===== config.mk =====
export PLATFORM = sky130hd
export DESIGN_NAME = sti_word_feeder
export DESIGN_NICKNAME = d
export VERILOG_FILES = /design/src/rtl/sti_pkg.sv /design/src/rtl/sti_word_feeder.sv
export SDC_FILE = /design/constraint.sdc
export NUM_CORES = 1
export LEC_CHECK = 0
export CAP_MARGIN = 10
export CORE_MARGIN = 5
export CORE_UTILIZATION = 40
export DETAILED_ROUTE_END_ITERATION = 8
export HOLD_SLACK_MARGIN = 0.02
export PLACE_DENSITY = 0.75
export SETUP_SLACK_MARGIN = 0.15
export SLEW_MARGIN = 20
export SYNTH_ARGS = -nofsm -noshare
export SYNTH_HDL_FRONTEND = slang
export SYNTH_SLANG_ARGS = --single-unit

===== constraint.sdc =====
create_clock -name clk -period 1.6 [get_ports clk]
set_clock_uncertainty 0.05 [all_clocks]
set_input_delay 0.48 -clock clk [delete_from_list [all_inputs] [get_ports clk]]
set_output_delay 0.48 -clock clk [all_outputs]
set_load 0.02 [all_outputs]

===== src/rtl/sti_pkg.sv =====
// Shared types for the STI word feeder: length encodings,
// burst-length helper and the feeder state enum.
package sti_pkg;

  localparam logic [1:0] LEN_8  = 2'd0;
  localparam logic [1:0] LEN_16 = 2'd1;
  localparam logic [1:0] LEN_24 = 2'd2;
  localparam logic [1:0] LEN_32 = 2'd3;

  typedef enum logic [2:0] {
    IDLE,
    ISSUE,
    WAIT,
    SHIFT,
    GAP,
    FIN
  } feed_state_t;

  function automatic logic [5:0] bits_of_len(
    input logic [1:0] len
  );
    logic [2:0] bytes;
    bytes = {1'b0, len} + 3'd1;
    return {bytes, 3'b000};
  endfunction

endpackage


===== src/rtl/sti_word_feeder.sv =====
// Sequences command words into the STI serializer and tracks bursts.
// Optional burst-length checking: define STI_FEEDER_CHECK_EN.
module sti_word_feeder #(
  parameter int GAP_CYCLES = 1,
  parameter int TIMEOUT    = 15
) (
  input  logic        clk,
  input  logic        reset,
  input  logic        cmd_valid,
  output logic        cmd_ready,
  input  logic [15:0] cmd_data,
  input  logic [1:0]  cmd_length,
  input  logic        cmd_fill,
  input  logic        cmd_msb,
  input  logic        cmd_low,
  input  logic        cmd_last,
  output logic        load,
  output logic [15:0] pi_data,
  output logic [1:0]  pi_length,
  output logic        pi_fill,
  output logic        pi_msb,
  output logic        pi_low,
  output logic        pi_end,
  input  logic        so_valid,
  input  logic        oem_finish,
  output logic        frame_done,
  output logic        err_timeout,
  output logic        err_len
);
  import sti_pkg::*;

  feed_state_t state, state_n;

  logic [7:0] tmo_cnt;
  logic [5:0] bit_cnt;
  logic [2:0] gap_cnt;
  logic       accept;
  logic       tmo_hit;
  logic       gap_last;

  assign cmd_ready = (state == IDLE) && !reset;
  assign accept    = cmd_valid && cmd_ready;

  // Fires on the last permitted WAIT cycle without so_valid.
  assign tmo_hit  = (state == WAIT) && !so_valid &&
                    ((tmo_cnt + 8'd1) == 8'(TIMEOUT));
  assign gap_last = (gap_cnt == 3'(GAP_CYCLES - 1));

  always_ff @(posedge clk) begin
    if (reset) state <= IDLE;
    else       state <= state_n;
  end

  always_comb begin
    state_n = state;
    unique case (state)
      IDLE:  if (accept) state_n = ISSUE;
      ISSUE: state_n = WAIT;
      WAIT: begin
        if (so_valid)     state_n = SHIFT;
        else if (tmo_hit) state_n = IDLE;
      end
      SHIFT: begin
        if (!so_valid) begin
          if (pi_end)               state_n = FIN;
          else if (GAP_CYCLES == 0) state_n = IDLE;
          else                      state_n = GAP;
        end
      end
      GAP:   if (gap_last)   state_n = IDLE;
      FIN:   if (oem_finish) state_n = IDLE;
      default: state_n = IDLE;
    endcase
  end

  always_ff @(posedge clk) begin
    if (reset) begin
      load        <= 1'b0;
      frame_done  <= 1'b0;
      err_timeout <= 1'b0;
      pi_data     <= '0;
      pi_length   <= '0;
      pi_fill     <= 1'b0;
      pi_msb      <= 1'b0;
      pi_low      <= 1'b0;
      pi_end      <= 1'b0;
      tmo_cnt     <= '0;
      bit_cnt     <= '0;
      gap_cnt     <= '0;
    end else begin
      load       <= (state_n == ISSUE);
      frame_done <= (state == FIN) && oem_finish;
      if (accept) begin
        pi_data   <= cmd_data;
        pi_length <= cmd_length;
        pi_fill   <= cmd_fill;
        pi_msb    <= cmd_msb;
        pi_low    <= cmd_low;
        pi_end    <= cmd_last;
      end
      if (state == ISSUE)     tmo_cnt <= '0;
      else if (state == WAIT) tmo_cnt <= tmo_cnt + 8'd1;
      if (state == WAIT && so_valid)
        bit_cnt <= 6'd1;
      else if (state == SHIFT && so_valid &&
               bit_cnt != 6'd63)
        bit_cnt <= bit_cnt + 6'd1;
      if (state == GAP) gap_cnt <= gap_cnt + 3'd1;
      else              gap_cnt <= '0;
      if (tmo_hit) err_timeout <= 1'b1;
    end
  end

`ifdef STI_FEEDER_CHECK_EN
  logic len_bad;
  logic stray;

  // so_valid only belongs to WAIT/SHIFT; anywhere else it is stray.
  assign stray   = so_valid && (state != WAIT) &&
                   (state != SHIFT);
  assign len_bad = stray ||
                   ((state == SHIFT) && !so_valid &&
                    (bit_cnt != bits_of_len(pi_length)));

  always_ff @(posedge clk) begin
    if (reset)        err_len <= 1'b0;
    else if (len_bad) err_len <= 1'b1;
  end
`else
  assign err_len = 1'b0;
`endif

endmodule


==> impl_metrics.py <==
metrics = {
    "status": {
        "status": "finished, violations left",
        "failed_checks": "setup timing",
    },
    "global_routing": {
        "grt_pass1_vias": 1399,
        "met3_usage_pct": 4.571,
        "grt_max_degree": 30,
        "grt_util_met2_pct": 25.58,
        "grt_overflow": 0,
        "antenna_found_initial": 0,
        "use_met1_pct": 17.69,
        "grt_pass1_wl_um": 6147,
        "grt_usage_pct": 15.06,
        "busiest_layer": "met2",
    },
    "cts": {
        "clock_latency_ps": 290,
        "clockBufferDepth": 2,
        "tritoncts": "yes",
        "clk_pin_slew_worst_paths_ps": 70,
        "cts.sinks": 39,
        "root_buffer": "clkbuf_8",
        "hold_buffers": 0,
        "cts_max_level": 2,
        "numCtsBuffers": 5,
    },
    "synthesis": {
        "ys_types": 34,
        "async_flop_share_pct": 0,
        "synth_top_flop_cell": "dfxtp_1",
        "synth.net_count": 218,
        "yosys_warnings": 0,
        "synthCells": 187,
        "syn_area_um2": 1551,
        "ys_ff_latch": 39,
        "synth-edff-count": 0,
        "synth_area_per_cell_um2": 8.297,
        "ys_seq_area_share_pct": 50.32,
    },
    "floorplanning": {
        "die_x_um": 72.28,
        "die_y_um": 72.28,
        "core_um2": 3716,
        "initial_core_util_pct": 41.75,
        "dieArea_um2": 5224,
        "floorplan.rows": 22,
        "io_pins": 54,
    },
    "layout": {
        "final_cell_area_um2": 2411,
        "register_area_um2": 787.0,
        "drive_above_1_share_pct": 32.43,
        "syn2layout_area_growth_pct": 55.40,
        "n_antenna_cell": 0,
        "utilization_pct": 64.88,
        "nets": 290,
        "multi_input_area_um2": 803.3,
        "fill_cells": 313,
    },
    "placed_design": {
        "gp_congestion": 0.7663,
        "hpwl_um": 2453,
        "portBuffers": 52,
        "pre_cts_slack_ps": -843.6,
        "dpl-instance-area_um2": 2225,
    },
    "job": {
        "drv_cap": 0,
    },
    "timing": {
        "period_needed_ps": 1630,
        "rsz0062_at_grt": "yes",
        "max_freq_mhz": 613.7,
        "slew_viol_final": 0,
        "setup_viol": 2,
        "finalCritPeriodShare_pct": 101.8,
        "fin_ws_ps": -29.54,
        "hold_viol": 0,
    },
    "setup_path": {
        "slowest_stage": "dfxtp_2",
        "cp_cell_sequence": "buf_4, and3_2, o31ai_2, a21oi_1, o31a_1",
        "crit_required_ps": 1720,
        "end_kind": "flip-flop",
        "cp_data_arrival_time_ps": 1750,
        "worstSetupPathType": "flip-flop to flip-flop",
        "cp-start-kind": "flip-flop",
        "slowest_delay_ps": 340,
        "worstPathMaxFanout": 4,
    },
    "routing": {
        "dr.pass1.iters": 4,
        "vias": 1499,
        "drc": 0,
        "drt_iter0_markers": 49,
        "routed_wl_um": 4096,
        "drtAntennaViolNets": 0,
        "viasPerCell": 4.883,
        "wl_per_cell_um": 13.34,
    },
    "pwr": {
        "irDropWorstVdd_mv": 0.4427,
        "p_leak_nw": 0.9973,
        "powerDensity_nw_per_um2": 850.2,
    },
    "min_path": {
        "hp-class": "flip-flop to flip-flop",
    },
}
==> critical path, delay by kind of cell (launching register included) <==
kind                   cells  cell delay (ps)
AND/OR/NAND/NOR            1              250
flip-flops                 1              340
buffers and inverters      1              150
AO/OA/AOI/OAI              3              730
==> final cells by class <==
type	count	area share (%)
Clock inverter	1	0.2076
Multi-Input combinational cell	132	33.32
Inverter	6	0.9341
Sequential cell	39	32.64
Tap cell	48	2.491
Timing Repair Buffer	75	26.98
Clock buffer	6	3.425
==> worst paths after layout <==
check                                start         end  slack [ps]  cells past startpoint
worst max-delay path            tmo_cnt[1]    state[1]         -30                      5
worst min-delay path            pi_data[9]  pi_data[9]         400                      2
worst max register to register  tmo_cnt[1]    state[1]         -30                      5
worst min register to register  pi_data[9]  pi_data[9]         400                      2
==> registers in the layout, summed over array words and instances, names as in the netlist <==
name / count
load: 1
pi_length: 2
pi_fill: 1
tmo_cnt: 8
frame_done: 1
pi_data: 16
pi_msb: 1
state: 3
gap_cnt: 3
pi_low: 1
err_timeout: 1
pi_end: 1
==> placed cells by master, fill, tap and decap left out, types with 3 or more instances in the layout <==
| cell type | n |
|---|---|
| a21oi_1 | 22 |
| a21oi_2 | 3 |
| buf_2 | 19 |
| buf_4 | 13 |
| buf_6 | 9 |
| clkbuf_8 | 6 |
| clkdlybuf4s15_2 | 6 |
| clkdlybuf4s50_1 | 24 |
| dfxtp_1 | 34 |
| dfxtp_2 | 5 |
| ha_1 | 3 |
| inv_1 | 4 |
| nand2_1 | 50 |
| nor2_1 | 14 |
| xnor2_1 | 3 |
| xor2_1 | 4 |
==> power by group <==
part	switching (mW)	total, mW	internal [mW]
sequential	0.0215	1.03	1.01
clock	0.316	0.654	0.338
combinational	0.181	0.364	0.183
total	0.519	2.05	1.53
==> synthesized netlist by cell type, types with 2 or more instances <==
library cell | number | area, um2
inv_1 | 5 | 18.77
nand4_1 | 2 | 12.51
ha_1 | 4 | 50.05
buf_1 | 2 | 7.510
nor3_1 | 2 | 10.01
xor2_1 | 4 | 35.03
a21oi_1 | 25 | 125.1
a31oi_1 | 2 | 12.51
nor2_1 | 15 | 56.30
buf_2 | 4 | 20.02
dfxtp_1 | 39 | 780.8
clkbuf_1 | 3 | 11.26
nand2_1 | 53 | 198.9
and3_1 | 3 | 18.77
xnor2_1 | 5 | 43.79
==> layer usage <==
layer | share of wire [%] | up-vias | wire length [um]
li1 | - | 760 | -
met1 | 44 | 688 | 1787
met2 | 49 | 43 | 1987
met3 | 6.2 | 8 | 253
met4 | 1.7 | 0 | 68
met5 | 0 | - | 0
==> stage by stage <==
| stage | hold slack (ps) | instances | setup TNS (ps) | power (mW) |
|---|---|---|---|---|
| floorplan | 367.3 | 187 | 0 | 1.217 |
| global placement | 378.9 | 290 | -11230 | 1.382 |
| detailed placement | 395.3 | 290 | -11560 | 1.386 |
| CTS | 405.3 | 302 | -58.96 | 2.048 |
| global route | 423.0 | 307 | -153.9 | 2.164 |
| finish | 400.1 | 307 | -54.37 | 2.050 |
==> timing repair <==
action,4_1_cts,5_1_grt
gates cloned,0,0
hold endpoints to repair,0,0
resized for setup,92,43
pin swaps,11,18
setup endpoints to repair,59,31
buffers inserted,5,5
==> cells by family (layout without fill, tap and decap cells) <==
group	count (synthesis)	after routing	synth area share (%)
compound gates	34	34	12.42
other cells	1	1	0.2417
fa+ha+maj	4	4	3.226
simple gates	84	84	24.27
xor+xnor	9	9	5.080
buf+inv	16	88	4.436
flops	39	39	50.32
(Power assumes the default switching activity.)
